## src/rtl/audio_i2s_out_if.sv

```systemverilog
// audio_i2s_out_if: sample/control inputs and I2S/strobe outputs of the audio output stage
interface audio_i2s_out_if;
  logic signed [15:0] psg_left, psg_right, pcm_left, pcm_right;
  logic mute, clip_clr, next_sample, clip_flag, i2s_bck, i2s_lrck, i2s_data;
  modport master (output psg_left, psg_right, pcm_left, pcm_right, mute, clip_clr,
                  input next_sample, clip_flag, i2s_bck, i2s_lrck, i2s_data);
  modport slave (input psg_left, psg_right, pcm_left, pcm_right, mute, clip_clr,
                 output next_sample, clip_flag, i2s_bck, i2s_lrck, i2s_data);
endinterface

```

## src/rtl/audio_i2s_out.sv

```systemverilog
// audio_i2s_out: frame timing master, saturating PSG/PCM mixer and 16-bit I2S serialiser.
// PCM mixing and clip detection exist only when AUDIO_PCM_EN is defined.
module audio_i2s_out #(
  parameter int BCK_DIV = 4
) (
  input logic clk,
  input logic rst_n,
  audio_i2s_out_if.slave bus
);
  localparam int SLOT = 2 * BCK_DIV;
  localparam int FRAME_LEN = 64 * SLOT;
  localparam int CW = $clog2(FRAME_LEN);
  logic [CW-1:0] cnt_q, cnt_d;
  logic [15:0] sh_l_q, sh_l_d, sh_r_q, sh_r_d, mix_l, mix_r, word;
  logic [5:0] s;
  logic [4:0] t;
  logic boundary, ns_q, bck_q, bck_d, lrck_q, lrck_d, data_q, data_d;
`ifdef AUDIO_PCM_EN
  logic [16:0] sum_l, sum_r;
  logic clip_l, clip_r, clip_q, clip_d;
  always_comb begin
    sum_l = {bus.psg_left[15], bus.psg_left} + {bus.pcm_left[15], bus.pcm_left};
    sum_r = {bus.psg_right[15], bus.psg_right} + {bus.pcm_right[15], bus.pcm_right};
    clip_l = sum_l[16] ^ sum_l[15];
    clip_r = sum_r[16] ^ sum_r[15];
    mix_l = clip_l ? {sum_l[16], {15{~sum_l[16]}}} : sum_l[15:0];
    mix_r = clip_r ? {sum_r[16], {15{~sum_r[16]}}} : sum_r[15:0];
    clip_d = (boundary & (clip_l | clip_r)) | (clip_q & ~bus.clip_clr);
  end
  always_ff @(posedge clk or negedge rst_n)
    if (!rst_n) clip_q <= 1'b0;
    else clip_q <= clip_d;
  assign bus.clip_flag = clip_q;
`else
  logic unused_pcm;
  assign unused_pcm = ^{bus.pcm_left, bus.pcm_right, bus.clip_clr};
  assign mix_l = bus.psg_left;
  assign mix_r = bus.psg_right;
  assign bus.clip_flag = 1'b0;
`endif
  // Outputs are derived from the next count so they change exactly as the slot/phase does
  always_comb begin
    boundary = cnt_q == CW'(FRAME_LEN - 1);
    cnt_d = boundary ? '0 : cnt_q + 1'b1;
    sh_l_d = boundary ? (bus.mute ? 16'h0 : mix_l) : sh_l_q;
    sh_r_d = boundary ? (bus.mute ? 16'h0 : mix_r) : sh_r_q;
    s = 6'(cnt_d / CW'(SLOT));
    t = s[4:0];
    word = s[5] ? sh_r_q : sh_l_q;
    bck_d = (cnt_d % CW'(SLOT)) >= CW'(BCK_DIV);
    lrck_d = s[5];
    data_d = (t != 5'd0 && t <= 5'd16) ? word[4'(5'd16 - t)] : 1'b0;
  end
  always_ff @(posedge clk or negedge rst_n)
    if (!rst_n) begin
      cnt_q <= '0;
      sh_l_q <= '0;
      sh_r_q <= '0;
      ns_q <= 1'b0;
      bck_q <= 1'b0;
      lrck_q <= 1'b0;
      data_q <= 1'b0;
    end else begin
      cnt_q <= cnt_d;
      sh_l_q <= sh_l_d;
      sh_r_q <= sh_r_d;
      ns_q <= boundary;
      bck_q <= bck_d;
      lrck_q <= lrck_d;
      data_q <= data_d;
    end
  assign bus.next_sample = ns_q;
  assign bus.i2s_bck = bck_q;
  assign bus.i2s_lrck = lrck_q;
  assign bus.i2s_data = data_q;
endmodule

```

## src/flat_wrapper.sv

```systemverilog
// flat-port wrapper written by rule: the top's interface ports become plain ports
module audio_i2s_out_flat 
#(
  parameter int BCK_DIV = 4
)
  (clk, rst_n, bus_psg_left, bus_psg_right, bus_pcm_left, bus_pcm_right, bus_mute, bus_clip_clr, bus_next_sample, bus_clip_flag, bus_i2s_bck, bus_i2s_lrck, bus_i2s_data);
  audio_i2s_out_if bus_i ();
  input logic clk;
  input logic rst_n;
  input wire logic [$bits(bus_i.psg_left)-1:0] bus_psg_left;
  input wire logic [$bits(bus_i.psg_right)-1:0] bus_psg_right;
  input wire logic [$bits(bus_i.pcm_left)-1:0] bus_pcm_left;
  input wire logic [$bits(bus_i.pcm_right)-1:0] bus_pcm_right;
  input wire logic [$bits(bus_i.mute)-1:0] bus_mute;
  input wire logic [$bits(bus_i.clip_clr)-1:0] bus_clip_clr;
  output wire logic [$bits(bus_i.next_sample)-1:0] bus_next_sample;
  output wire logic [$bits(bus_i.clip_flag)-1:0] bus_clip_flag;
  output wire logic [$bits(bus_i.i2s_bck)-1:0] bus_i2s_bck;
  output wire logic [$bits(bus_i.i2s_lrck)-1:0] bus_i2s_lrck;
  output wire logic [$bits(bus_i.i2s_data)-1:0] bus_i2s_data;
  assign bus_i.psg_left = bus_psg_left;
  assign bus_i.psg_right = bus_psg_right;
  assign bus_i.pcm_left = bus_pcm_left;
  assign bus_i.pcm_right = bus_pcm_right;
  assign bus_i.mute = bus_mute;
  assign bus_i.clip_clr = bus_clip_clr;
  assign bus_next_sample = bus_i.next_sample;
  assign bus_clip_flag = bus_i.clip_flag;
  assign bus_i2s_bck = bus_i.i2s_bck;
  assign bus_i2s_lrck = bus_i.i2s_lrck;
  assign bus_i2s_data = bus_i.i2s_data;
  audio_i2s_out #(.BCK_DIV(BCK_DIV)) u_core (.clk(clk), .rst_n(rst_n), .bus(bus_i));
endmodule
```

## config.mk

```make
export PLATFORM = sky130hd
export DESIGN_NAME = audio_i2s_out_flat
export DESIGN_NICKNAME = d
export VERILOG_FILES = /design/src/rtl/audio_i2s_out_if.sv /design/src/rtl/audio_i2s_out.sv /design/src/flat_wrapper.sv
export SDC_FILE = /design/constraint.sdc
export NUM_CORES = 1
export LEC_CHECK = 0
export CAP_MARGIN = 20
export CORE_MARGIN = 2
export CORE_UTILIZATION = 45
export CTS_BUF_LIST = sky130_fd_sc_hd__clkbuf_16
export CTS_CLUSTER_DIAMETER = 120
export DETAILED_ROUTE_END_ITERATION = 12
export PLACE_DENSITY = 0.76
export REMOVE_ABC_BUFFERS = 1
export SLEW_MARGIN = 20
export SYNTH_ARGS = -nofsm -noshare
export SYNTH_HDL_FRONTEND = slang
export SYNTH_SLANG_ARGS = --single-unit
```

## constraint.sdc

```tcl
create_clock -name clk -period 3.7 [get_ports clk]
set_input_delay 1.11 -clock clk [delete_from_list [all_inputs] [get_ports clk]]
set_output_delay 1.11 -clock clk [all_outputs]
set_load 0.01 [all_outputs]
```

# --- Word-level counts from Yosys, hierarchy flattened ---
# Cells that the tools add are included.
classes:
  add_sub_neg: 2
  mul: 0
  div_mod_pow: 0
  order_cmp: 3
  eq_ne: 1
  shift: 0
  mux: 7
  bitwise: 0
  n_reduce_logical: 2
ops:
  columns: ["operator", "n"]
  rows:
  - ["2-to-1 mux 16 bit", 3]
  - ["adder 9 x 1 -> 9 bit, second input constant", 1]
  - ["== test 9 bit, second input constant", 1]
  - ["2-to-1 mux 9 bit", 1]
  - ["less-or-equal comparator 5 bit, second input constant", 1]
  - ["less-than comparator 4 x 5 -> 1 bit, second input constant", 1]
  - ["nonzero test 5 bit", 1]
  - ["binary-select mux 1 bit (select 4 bit)", 1]
  - ["subtractor 1 x 4 -> 4 bit, first input constant", 1]
  - ["greater-or-equal comparator 3 bit, second input constant", 1]
  - ["2-to-1 mux 1 bit", 2]
  - ["logical AND 1 bit", 1]
word_totals:
  ff_bits: 45
  latchBits: 0
  ram_bits: 0
  romBits: 0
  in_bits: 68
  output_inout_bits: 5
  wordCells: 22
  memories: 0

# --- Longest topological paths before layout ---
# Gate-level depths: netlist (run 1).
depth:
  word_depth: 6
  depth_mapped: 13
  ltp_nobuf: 12

# --- Worst setup path before layout (run 1) ---
# Ideal clock, no wire load.
synth_path:
  kind: "register to register"
  startpoint: "register u_core.cnt_q[0]"
  endpoint: "register u_core.data_q (netlist: u_core.bus.i2s_data)"
  setup_ps: 127
  arrival_ps: 2526
  t_required_ps: 3573
  slack_ps: 1047
  stages_incl_launch_ff: 14
  n_path_buf: 2
  period_less_slack_ps: 2653
  path_cell_list: "dfrtp_1 > ha_1 > and3_1 > buf_4 > buf_6 > xnor2_1 > ha_1 > inv_1 > a31oi_1 > a22oi_1 > a311o_1 > a21o_1 > a21oi_1 > o22ai_1"
synth_via:
  elab_chain_cells: 6
  elab_cells_between_ends: 11
  classes_between: "add/sub: 2; order compare: 1; eq/ne: 1; mux: 5; reduce/logical: 2"
synth_lines:
  columns: ["element", "line", "text"]
  rows:
  - ["start, declared", "audio_i2s_out.sv:13", "logic [CW-1:0] cnt_q, cnt_d;"]
  - ["start signal, assigned", "audio_i2s_out.sv:64", "cnt_q <= cnt_d;"]
  - ["adder 9 x 1 -> 9 bit or == test 9 bit (tied branches)", "audio_i2s_out.sv:44, audio_i2s_out.sv:43", null]
  - ["2-to-1 mux 9 bit (*)", "audio_i2s_out.sv:44", "cnt_d = boundary ? '0 : cnt_q + 1'b1;"]
  - ["subtractor 1 x 4 -> 4 bit or 2-to-1 mux 16 bit (tied branches)", "audio_i2s_out.sv:52, audio_i2s_out.sv:49", null]
  - ["binary-select mux 1 bit (select 4 bit)", "audio_i2s_out.sv:52", "data_d = (t != 5'd0 && t <= 5'd16) ? word[4'(5'd16 - t)] : 1'b0;"]
  - ["2-to-1 mux 1 bit (implied by the code)", "audio_i2s_out.sv:52", null]
  - ["2-to-1 mux 1 bit (*)", "audio_i2s_out.sv:52", null]
  - ["named net u_core.data_d", "audio_i2s_out.sv:17", "logic boundary, ns_q, bck_q, bck_d, lrck_q, lrck_d, data_q, data_d;"]
  - ["end signal, assigned", "audio_i2s_out.sv:70", "data_q <= data_d;"]
  - ["end, declared", "audio_i2s_out.sv:17", null]
# The timed path passes the listed nets; every way through them passes the cells marked *. The select of a mux whose other input is x is not followed.
# A chain may end at the register's enable or synchronous reset.

# --- Worst setup path in the final report (run 1) ---
# Same ends and word-level chain as after synthesis.

==> results.md, run 1 <==
* Hold path endpoint: u_core.sh_l_q[11]$_DFFE_PN0N_
* DRT Pass-1 Iters at 4
* Crit path max-delay family: compound AO/OA/AOI/OAI gates
* Initial antenna violation count at 0
* Core Area at 5816 sq um
* Max-cap violations at 0
* Most common cell after layout, fill and taps aside: nand2_1
* Global-route wire length before repair at 9839 um
* Status: finished, final reports clean
* Sum Neg Setup Slack at 0 ps
* Utilization after layout at 0.5443
* Crit path DAT at 3200 ps
* Mapped Area at 2669 sq um
* Via count at 2259
* Type of origin of the critical path: flop
* Setup Fix Bufs, Post-CTS at 0
* Residual DRC at 0
* Type of the worst setup path: reg -> reg
* #FFs+latches synth at 43
* Die ar. at 6563 sq um
* Type of the most critical hold path: reg -> reg
* Syn Area/Cell at 8.527 sq um
* Worst skew pair latency at 280 ps
* Yosys cell types at 50
* Period utilisation layout at 0.8257
* Total Routing Usage GR at 0.1905
* Leakage at 1.329 nW
* Reg-to-reg endpoint: u_core.bus.i2s_data$_DFF_PN0_
* Die Y at 81.01 um
* Setup violations, final at 0
* Peak supply drop at 0.0001661 V
* Sequential-to-total area share from yosys stat at 0.4032
* Worst-case clock buffer depth at 2
* Layout cells sized above 1 at 0.05621
* GPL Wtd Cong at 0.8787
* Clk_skew at 3.072 ps
* CTS buffer count at 5
* Post-synth ARST share at 1.000
* Die W at 81.01 um
* Post-cts sizing count at 0
* FP Rows at 28
* Synth Area in Compound Gates at 0.1416
* Crit path depth at 11
* Pin count of the biggest net entering global routing at 44
* WP buf/inv at 1
* Total Wirelength at 5731 um
* Critical path fanouts, max at 13
* CP Cell Sequence: ha_1 > and3_1 > xnor2_1 > ha_1 > inv_1 > a31oi_1 > a22oi_1 > a311o_1 > a21o_1 > a21oi_1 > o22ai_1
* H-tree depth at 2
* Tightest Pin Transition at 972.9 ps
* Clock-pin slew on the worst setup and hold paths at 60 ps
* HPWL after DPL at 3903 um
* Post-synthesis mux area share at 0.03422
* FF-to-FF Start: u_core.cnt_q[0]$_DFF_PN0_
* Number of enable flip-flop cells after synthesis at 0
* Routed Antenna Nets at 0
* Root buf cell: clkbuf_16
* Cell repeated most along the worst path: ha_1
* Most frequent cells in the layout: 86 x nand2_1, 43 x dfrtp_1, 37 x clkdlybuf4s50_1, 32 x nand3b_1
* Io pins at 73
* Synth Area in Simple Gates at 0.3202
* Min cycle time layout at 3055 ps
* Vias in the first global route at 2102
* Hold-critical path depth at 2
* Reg-to-reg slack, setup at 640 ps
* Cells after Synth at 313
* Slowest cell on crit path: and3_1
* RSZ-0062 raised after global routing: false
* CP endpoint kind: flop
* Worst slew margin at 0.3514
* Synth Flop Type: dfrtp_1
* Starting Density at 0.4589
* Area share of fa/ha/maj cells after synthesis at 0.009376
* WP data required at 3840 ps
* Cell depth of the worst flop-to-flop path at 11
* Layout Area Growth over Synthesis at 18.61%
* Hold Fails Final Rpt at 0
* XOR/XNOR share of the synthesized area at 0.03188
* DRT iter0 DRCs at 179
* HP Start: u_core.sh_l_q[11]$_DFFE_PN0N_
* Yosys Warn Count at 0
* Ant. Diodes at 0
* Vias per Instance at 5.470
* Nets at 407
* Post-CTS Hold Fix Bufs at 0
* Max Fclk at 327.3 MHz
* PD cells at 295.3 nW/um^2
* Number of I/O port buffers at 38
* DR WL/cell at 13.88 um
* Congestion Overflow GR at 0
* Largest family of logic cells by synthesized area: simple AND/OR/NAND/NOR gates
* Crit-path max cell delay at 520 ps
* Max Slew Vio Count at 0
* Sink Count at 43
* CTS tree: yes
-- registers in the layout, indices dropped and copies added (netlist names) --
signal / flops
u_core.sh_l_q: 16
u_core.sh_r_q: 16
u_core.cnt_q: 9
u_core.bus.i2s_data: 1
u_core.bus.next_sample: 1
-- worst max-delay path by stage --
| stage | startpoint | to | slack (ps) |
|---|---|---|---|
| after floorplan | u_core.cnt_q[0]$_DFF_PN0_ | u_core.bus.i2s_data$_DFF_PN0_ | 710 |
| after global placement | u_core.cnt_q[0]$_DFF_PN0_ | u_core.bus.i2s_data$_DFF_PN0_ | 740 |
| after detailed placement | u_core.cnt_q[0]$_DFF_PN0_ | u_core.bus.i2s_data$_DFF_PN0_ | 670 |
| after CTS | u_core.cnt_q[0]$_DFF_PN0_ | u_core.bus.i2s_data$_DFF_PN0_ | 670 |
| after global routing | u_core.cnt_q[0]$_DFF_PN0_ | u_core.bus.i2s_data$_DFF_PN0_ | 420 |
| final | u_core.cnt_q[0]$_DFF_PN0_ | u_core.bus.i2s_data$_DFF_PN0_ | 640 |
-- synthesized netlist by cell type, types with 2 or more instances --
| master | n | area share |
|---|---|---|
| inv_1 | 5 | 0.0070 |
| xor2_1 | 2 | 0.0066 |
| o21ai_0 | 8 | 0.015 |
| a21oi_1 | 8 | 0.015 |
| o221ai_1 | 3 | 0.0098 |
| clkbuf_1 | 12 | 0.017 |
| a221o_1 | 2 | 0.0075 |
| o21ai_1 | 2 | 0.0038 |
| and3_1 | 8 | 0.019 |
| and2_1 | 2 | 0.0047 |
| or3_1 | 2 | 0.0047 |
| nand2_1 | 86 | 0.12 |
| a211oi_1 | 2 | 0.0056 |
| nand4b_1 | 2 | 0.0066 |
| o211ai_1 | 3 | 0.0084 |
| ha_1 | 2 | 0.0094 |
| buf_6 | 2 | 0.0084 |
| nand3_2 | 3 | 0.011 |
| nor2_1 | 6 | 0.0084 |
| buf_2 | 4 | 0.0075 |
| nand3b_1 | 32 | 0.090 |
| and4_1 | 2 | 0.0066 |
| nand4_1 | 5 | 0.012 |
| o22ai_1 | 6 | 0.014 |
| nand3_1 | 9 | 0.017 |
| nor3_1 | 3 | 0.0056 |
| a21o_1 | 4 | 0.011 |
| xnor2_1 | 4 | 0.013 |
| dfrtp_1 | 43 | 0.40 |
| a31oi_1 | 9 | 0.021 |
| buf_4 | 6 | 0.017 |
| mux2i_1 | 8 | 0.030 |
-- final cells by class --
class,instances,area [sq um]
fill,569,2650
multi-input combinational,240,1438
sequential,43,1076
timing repair buffer,41,397.9
clock buffer,5,125.1
tap,75,93.84
inverter,6,22.52
clock inverter,3,12.51
-- where the power goes --
group	internal [mW]	switching, mW	leakage [nW]
logic	0.0356	0.0171	0.839
clock network	0.244	0.168	0.0762
registers	0.470	0	0.414
-- metrics by stage --
| stage | hold WS, ps | std cells | setup WS, ps | total power, mW | area [sq um] |
|---|---|---|---|---|---|
| 2_1_floorplan | 432.3 | 289 | 711.5 | 0.4846 | 2536 |
| 3_5_place_dp | 461.5 | 405 | 668.3 | 0.5327 | 3028 |
| 3_3_place_gp | 450.9 | 405 | 740.6 | 0.5316 | 3028 |
| 6_report | 463.9 | 413 | 644.7 | 0.9349 | 3166 |
| 4_1_cts | 473.5 | 413 | 665.2 | 0.9479 | 3166 |
| 5_1_grt | 493.9 | 413 | 423.3 | 0.9654 | 3166 |
-- cell families (layout without fill, tap and decap cells) --
family,count (synthesis),in the layout
muxes,9,9
xor gates and xnor gates,8,8
buffers and inverters,30,55
other,1,1
adders and majority gates,2,2
AOI/OAI and AO/OA,55,55
and+or+nand+nor,165,165
DFF,43,43
-- worst reg2reg max path: cells and delay by family (launching register included) --
family | cells | cell delay, ps
AO/OA/AOI/OAI | 6 | 970
XOR/XNOR | 1 | 170
adder cells (fa/ha/maj) | 2 | 700
buffers and inverters | 1 | 140
flip-flops | 1 | 420
AND/OR/NAND/NOR | 1 | 520
-- metal layers --
| metal | vias up | track usage | share of wire |
|---|---|---|---|
| met5 | - | 0 | 0 |
| met4 | 0 | 0.08305 | 0.016 |
| met3 | 10 | 0.03333 | 0.035 |
| met2 | 41 | 0.2967 | 0.46 |
| met1 | 1061 | 0.2608 | 0.49 |
| li1 | 1147 | - | - |
Power figures use the tool's default switching activity.
==> run 2: changes to the inputs <==
==> constraint.sdc (replaced) <==
create_clock -name clk -period 3.19 [get_ports clk]
set_input_delay 0.957 -clock clk [delete_from_list [all_inputs] [get_ports clk]]
set_output_delay 0.957 -clock clk [all_outputs]
set_load 0.01 [all_outputs]
==> results.md, run 2 (same netlist as run 1, synthesis figures left out) <==
* Worst slew margin at 0.3551
* Post-CTS Hold Fix Bufs at 0
* Initial antenna violation count at 0
* Max Fclk at 348.6 MHz
* Leakage at 1.352 nW
* Layout cells sized above 1 at 0.06745
* Sum Neg Setup Slack at 0 ps
* GPL Wtd Cong at 0.8866
* Pin count of the biggest net entering global routing at 44
* PnR worst setup slack at 321.4 ps
* WP data required at 3370 ps
* Ant. Diodes at 0
* Layout Area Growth over Synthesis at 20.53%
* Min cycle time layout at 2869 ps
* Root buf cell: clkbuf_16
* Congestion Overflow GR at 0
* Fillers at 577
* Via count at 2349
* Status: finished, final reports clean
* Clock-pin slew on the worst setup and hold paths at 60 ps
* Crit path max-delay family: simple AND/OR/NAND/NOR gates
* Finished Layout Cells at 416
* Core Area at 5816 sq um
* Max Slew Vio Count at 0
* Power Total at 1.166 mW
* Type of the most critical hold path: reg -> reg
* Setup violations, final at 0
* Top flop regs: u_core.sh_l_q x16, u_core.sh_r_q x16, u_core.cnt_q x9
* Die ar. at 6563 sq um
* Starting Density at 0.4589
* Max-cap violations at 0
* Post-route cell area at 3217 sq um
* Post-cts sizing count at 0
* Post-Place Cells at 409
* DRT Pass-1 Iters at 4
* Slowest cell on crit path: dfrtp_1
* Sink Count at 43
* Total Routing Usage GR at 0.1957
* Tightest Pin Transition at 967.4 ps
* Vias per Instance at 5.647
* Number of I/O port buffers at 38
* Critical path fanouts, max at 8
* Crit-path max cell delay at 410 ps
* Area occupied by multi-input gates at 1438 sq um
* Type of the worst setup path: reg -> reg
* Io pins at 73
* Peak supply drop at 0.0001922 V
* Worst-case clock buffer depth at 2
* CTS buffer count at 5
* Most common cell after layout, fill and taps aside: nand2_1
* WP buf/inv at 1
* Area post-placement at 3058 sq um
* Clk_skew at 4.180 ps
* Setup Fix Bufs, Post-CTS at 0
* Type of origin of the critical path: flop
* Global-route wire length before repair at 10120 um
* CTS tree: yes
* Hold WS at 468.0 ps
* CP Cell Sequence: ha_1 > and3_1 > nand3_2 > nand2_1 > ha_1 > inv_1 > a311oi_1 > o22ai_1 > xnor2_1 > and2b_1 > o211ai_1 > o22ai_1
* RSZ-0062 raised after global routing: false
* Utilization after layout at 0.5531
* CP endpoint kind: flop
* Die W at 81.01 um
* Hold Fails Final Rpt at 0
* Residual DRC at 0
* Setup WS pre-CTS at 367.7 ps
* Nets at 411
* DRT iter0 DRCs at 134
* Worst skew pair latency at 280 ps
* DR WL/cell at 14.29 um
* H-tree depth at 2
* Vias in the first global route at 2244
* Routed Antenna Nets at 0
* Most frequent cells in the layout: 86 x nand2_1, 43 x dfrtp_1, 37 x clkdlybuf4s50_1, 32 x nand3b_1
* Total Wirelength at 5945 um
* PD cells at 362.5 nW/um^2
* HPWL after DPL at 4114 um
* Flip-flop and latch area at 1076 sq um
* Period utilisation layout at 0.8993
* FP Rows at 28
* Die Y at 81.01 um
* Crit path DAT at 3050 ps
## run 2: cell types whose count changed in the layout (fill, tap and decap cells not counted)
| cell | previous run | this run |
|---|---|---|
| clkinv_2 | 1 | 0 |
| bufinv_16 | 0 | 1 |
| buf_4 | 3 | 7 |
| inv_1 | 7 | 6 |
## run 2: final timing paths
check / startpoint / endpoint / slack [ps] / cells after the start
worst max-delay path: u_core.cnt_q[0]$_DFF_PN0_ / u_core.bus.i2s_data$_DFF_PN0_ / 320 / 12
worst min-delay path: u_core.sh_l_q[15]$_DFFE_PN0N_ / u_core.sh_l_q[15]$_DFFE_PN0N_ / 470 / 2
worst max register to register: u_core.cnt_q[0]$_DFF_PN0_ / u_core.bus.i2s_data$_DFF_PN0_ / 320 / 12
worst min register to register: u_core.sh_l_q[15]$_DFFE_PN0N_ / u_core.sh_l_q[15]$_DFFE_PN0N_ / 470 / 2
max in group asynchronous: rst_n / u_core.cnt_q[1]$_DFF_PN0_ / 1750 / 1
min in group asynchronous: rst_n / u_core.cnt_q[0]$_DFF_PN0_ / 830 / 1
## run 2: cell type report
class                           instances  area share
Sequential cell                        43      0.3345
Clock buffer                            5     0.03890
Clock inverter                          2     0.01050
Tap cell                               75     0.02917
Inverter                                6    0.007001
Multi-Input combinational cell        240      0.4469
Timing Repair Buffer                   45      0.1330
## run 2: routing by layer
| layer | up-vias | track usage | wire (um) |
|---|---|---|---|
| li1 | 1152 | - | - |
| met1 | 1122 | 0.2489 | 2632 |
| met2 | 66 | 0.3314 | 2913 |
| met3 | 9 | 0.04333 | 319 |
| met4 | 0 | 0.06271 | 79 |
| met5 | - | 0 | 0 |
## run 2: power breakdown
| group | internal, mW | leakage [nW] | total [mW] | switching, mW |
|---|---|---|---|---|
| sequential | 0.546 | 0.414 | 0.546 | 0 |
| combinational | 0.0413 | 0.857 | 0.0609 | 0.0196 |
| clock | 0.362 | 0.0811 | 0.560 | 0.198 |
| total | 0.949 | 1.35 | 1.17 | 0.217 |
## run 2: worst reg2reg max path, cell delays in order (launching register included)
cell	delay, ps
dfrtp_1	410
ha_1	260
and3_1	370
nand3_2	130
nand2_1	140
ha_1	200
inv_1	100
a311oi_1	280
o22ai_1	150
xnor2_1	170
and2b_1	210
o211ai_1	90
o22ai_1	250
